===== config.mk =====
export PLATFORM = sky130hd
export DESIGN_NAME = weighted_rr_arbiter
export DESIGN_NICKNAME = d
export VERILOG_FILES = /design/src/rtl/weighted_rr_arbiter.sv
export SDC_FILE = /design/constraint.sdc
export NUM_CORES = 1
export LEC_CHECK = 0
export ABC_AREA = 1
export CAP_MARGIN = 20
export CORE_MARGIN = 4
export CORE_UTILIZATION = 41
export CTS_BUF_LIST = sky130_fd_sc_hd__clkbuf_16
export DETAILED_ROUTE_END_ITERATION = 8
export HOLD_SLACK_MARGIN = 0.15
export PLACE_DENSITY = 0.74
export SLEW_MARGIN = 20
export SYNTH_ARGS = -nofsm -noshare
export SYNTH_HDL_FRONTEND = slang
export SYNTH_SLANG_ARGS = --single-unit

===== constraint.sdc =====
create_clock -name clk_i -period 8.41 [get_ports clk_i]
set_clock_uncertainty 0.05 [all_clocks]
set_input_delay 2.523 -clock clk_i [delete_from_list [all_inputs] [get_ports clk_i]]
set_output_delay 2.523 -clock clk_i [all_outputs]
set_load 0.1 [all_outputs]

===== src/rtl/weighted_rr_arbiter.sv =====
// Weighted round-robin arbiter with single-cycle grant.
// A winner in weighted mode holds the grant for a credit-limited burst.
module weighted_rr_arbiter #(
   parameter int unsigned NUM_REQ  = 4,
   parameter int unsigned WEIGHT_W = 4
) (
   input  logic                          clk_i,
   input  logic                          arst_ni,
   input  logic                          allow_i,
   input  logic                          mode_i,
   input  logic [NUM_REQ-1:0]            req_i,
   input  logic [NUM_REQ*WEIGHT_W-1:0]   weight_i,
   output logic [NUM_REQ-1:0]            gnt_o,
   output logic                          gnt_valid_o,
   output logic [$clog2(NUM_REQ)-1:0]    gnt_idx_o,
   output logic                          burst_o
);

   localparam int unsigned IW = $clog2(NUM_REQ);

   typedef enum logic {
      ARB,
      BURST
   } state_e;

   state_e               state_q;
   logic [IW-1:0]        ptr_q;
   logic [IW-1:0]        owner_q;
   logic [WEIGHT_W-1:0]  credit_q;

   logic [IW-1:0]        owner_nxt;
   logic [IW-1:0]        start;
   logic [IW-1:0]        cand;
   logic [IW-1:0]        win;
   logic                 found;
   logic                 hold;
   logic [WEIGHT_W-1:0]  w_sel;
   logic [WEIGHT_W-1:0]  w_eff;
   logic                 valid;
   logic [IW-1:0]        idx;

   function automatic logic [IW-1:0] inc_idx(input logic [IW-1:0] i);
      if (i == IW'(NUM_REQ - 1)) return '0;
      return i + IW'(1);
   endfunction

   // Circular search for the first requester, starting at ptr or past the owner
   always_comb begin
      owner_nxt = inc_idx(owner_q);
      hold      = (state_q == BURST) && req_i[owner_q];
      start     = (state_q == BURST) ? owner_nxt : ptr_q;
      found     = 1'b0;
      win       = '0;
      cand      = start;
      for (int k = 0; k < NUM_REQ; k++) begin
         if (!found && req_i[cand]) begin
            found = 1'b1;
            win   = cand;
         end
         cand = inc_idx(cand);
      end
      w_sel = weight_i[int'(win)*int'(WEIGHT_W) +: WEIGHT_W];
      w_eff = (w_sel == '0) ? WEIGHT_W'(1) : w_sel;
   end

   // Grant outputs; suppressed while reset is asserted
   always_comb begin
      valid       = allow_i && arst_ni && (hold || found);
      idx         = hold ? owner_q : win;
      gnt_o       = '0;
      gnt_idx_o   = '0;
      gnt_valid_o = valid;
      if (valid) begin
         gnt_o[idx] = 1'b1;
         gnt_idx_o  = idx;
      end
      burst_o = (state_q == BURST);
   end

   // Arbitration FSM: pointer rotation, burst ownership and credit
   always_ff @(posedge clk_i or negedge arst_ni) begin
      if (!arst_ni) begin
         state_q  <= ARB;
         ptr_q    <= '0;
         owner_q  <= '0;
         credit_q <= '0;
      end else if (allow_i) begin
         if (hold) begin
            credit_q <= credit_q - WEIGHT_W'(1);
            if (credit_q == WEIGHT_W'(1)) begin
               state_q <= ARB;
               ptr_q   <= owner_nxt;
            end
         end else if (found) begin
            if (mode_i && (w_eff > WEIGHT_W'(1))) begin
               state_q  <= BURST;
               owner_q  <= win;
               credit_q <= w_eff - WEIGHT_W'(1);
               ptr_q    <= start;
            end else begin
               state_q  <= ARB;
               ptr_q    <= inc_idx(win);
               credit_q <= '0;
            end
         end else if (state_q == BURST) begin
            state_q  <= ARB;
            ptr_q    <= owner_nxt;
            credit_q <= '0;
         end
      end
   end

endmodule


==> flow_summary.yaml <==
clock_tree:
  cts_max_path_buffers: 2
  cts.reportedPaths.clkPinSlew_ps: 40
  clk_latency_ps: 230
  ctsResizeCount: 0
  cts_buffers: 3
  cts_hold_buf: 0
  cts_tree: "built"
  cts.sinks: 9
  post_cts_buffers: 0
  cts_root_buf: "clkbuf_16"
  h-tree-depth: 1
outcome:
  outcome: "complete, no violations"
global_route:
  grt_overflow_total: 0
  grt_first_pass_wirelength_mm: 5.03
  grtUsageTotal_pct: 15.1
  top_usage_layer: "met2"
  antenna_found_initial: 0
  grt_pass1_vias: 1224
  grtUsageMet3_pct: 2.34
  met2_usage_pct: 25.3
  grt_use_met1_pct: 19.7
  grt_max_degree: 13
layout:
  seqCellArea_sq_um: 225
  num_antenna_cells: 0
  synthToLayoutAreaGrowth_pct: 32.7
  fill_cells: 287
  final_net_count: 270
  drive_gt1_share_pct: 14.9
  fin_util_pct: 57.8
  multiInputGateArea_sq_um: 911
yosys:
  synthMuxAreaShare_pct: 0
  synth_area_leaders: "nand2_1 25%, dfrtp_1 18%, nand3_1 10%"
  synth_cell_types: 27
  synth_top_cell_by_area: "nand2_1"
  yosys.area_share.simple_pct: 57.2
  synth_compound_area_share_pct: 12.1
  synthTopCellsByCount: "80 x nand2_1, 25 x nand3_1, 17 x inv_1, 12 x nor2_1, 11 x a21oi_1"
  ys_async_sr_fraction_pct: 100
  synth_area_per_cell_sq_um: 5.88
  synth_top_cell_area_share_pct: 24.6
  synthAdderAreaFrac_pct: 3.07
  synth_seq_cells: 9
  seq_area_frac_synth_pct: 18.4
  syn_nets: 235
  synth_xor_area_share_pct: 2.15
  ys.warnings.count: 0
  synth.most_common_cell: "nand2_1"
  synth_edf_count: 0
  syn_inst: 208
  netlist_area_sq_mm: 0.00122
  synth_top_family_by_area: "simple AND/OR/NAND/NOR gates"
  ys.flop_type: "dfrtp_1"
detailed_routing:
  drcViolationCount: 0
  drtIter0Drc: 68
  ant_nets: 0
  via_per_inst: 5.26
  routed_wl_mm: 3.07
  dr.pass1.iters: 4
  num_vias: 1435
  wire_per_inst_microns: 11.2
setup_path:
  crit_type: "in2out"
  critPathArrivalTime_ps: 4890
  crit_path_max_incr_delay_ps: 450
  critical_path.startpoint_type: "input pin"
  crit_path_cell_trace: "clkdlybuf4s50_1 -> inv_1 -> nand3_1 -> nand2_1 -> nand2_2 -> nand2_2 -> nand3_2 -> or2_4 -> nand2_1 -> nand2_4 -> o21ai_0 -> inv_1 -> nor3_1 -> buf_4"
  worst-path-buf-inv: 4
  crit_path_end_kind: "primary output"
  crit_fanout: 7
  worstPathRequired_ps: 5840
  cp_top_family: "simple AND/OR/NAND/NOR gates"
  slowest_stage: "clkdlybuf4s50_1"
floorplanning:
  rows: 19
  dieArea_sq_mm: 0.00392
  chipWidth_microns: 62.6
  ios: 32
  core_sq_mm: 0.00281
  dieHeight_microns: 62.6
  start_util_pct: 43.6
flow_run:
  maxCapViolations: 0
place:
  place.port_buffers: 31
  dp.final_hpwl_mm: 2.51
  routabilityCongestion: 0.914
sta:
  drv_slew: 0
  period_minus_slack_ps: 7460
  hold_ws_ps: 496
  hold_viol: 0
  rsz0062_at_grt: "no"
  max_slew.worst_pin.slew_ps: 961
  slew_headroom_pct: 35.7
  finalSetupViolCount: 0
  fin_crit_sh_pct: 88.7
  fin_tns_setup_ps: 0
  fmax_ghz: 0.134
hold_path:
  hold_class: "reg2reg"
-- metal layers --
layer	up-vias	routed length (microns)
met5	-	0
met4	0	29
met3	4	204
met2	45	1370
met1	638	1460
li1	748	-
-- stage by stage --
| stage | instance area, sq um | setup WS (ps) | instances |
|---|---|---|---|
| after floorplan | 1220 | 41.6 | 208 |
| after global placement | 1540 | 1020 | 269 |
| after detailed placement | 1540 | 969 | 269 |
| after CTS | 1620 | 961 | 273 |
| after global routing | 1620 | 780 | 273 |
| final | 1620 | 951 | 273 |
-- flip-flops by register name, indices dropped and copies added (netlist names) --
signal and count:
burst_o 1, owner_q 2, ptr_q 2, credit_q 4
-- cell type report --
cell class | instances | share of cell area [%]
tap | 31 | 2.39
clock buffer | 3 | 4.63
clock inverter | 1 | 0.231
sequential | 9 | 13.9
timing repair buffer | 31 | 18.1
multi-input combinational | 178 | 56.2
inverter | 20 | 4.63
-- layout by cell type, fill, tap and decap left out, types with 7 or more instances in the layout --
| cell | count |
|---|---|
| nor2_1 | 12 |
| inv_1 | 18 |
| clkdlybuf4s50_1 | 24 |
| buf_4 | 7 |
| nand2_2 | 9 |
| o21ai_0 | 7 |
| nand2_1 | 80 |
| a21oi_1 | 11 |
| nand3_1 | 25 |
| dfrtp_1 | 9 |
-- logic make-up (layout without fill, tap and decap cells) --
logic type | count (synthesis) | after routing
compound gates | 26 | 26
fa+ha+maj | 3 | 3
flops | 9 | 9
xor+xnor | 3 | 3
buf+inv | 21 | 55
simple gates | 146 | 146
-- worst paths after layout --
check / from / end / slack (ps) / cells past startpoint
worst max-delay path: req_i[1] / gnt_o[3] / 950 / 14
worst min-delay path: ptr_q[1] / ptr_q[1] / 500 / 2
worst max register to register: owner_q[0] / owner_q[0] / 5200 / 21
worst min register to register: ptr_q[1] / ptr_q[1] / 500 / 2
max in group asynchronous: arst_ni / credit_q[3] / 5460 / 1
min in group asynchronous: arst_ni / credit_q[1] / 2550 / 1
-- tightest hold or removal path, delay by kind of cell, from the launching register on --
kind,cells,cell delay (ps)
flip-flops,1,360
AO/OA/AOI/OAI,1,90
AND/OR/NAND/NOR,1,60
Power is not shown: default switching activity piles up to over one toggle a cycle in this logic, so the estimate is an artifact.
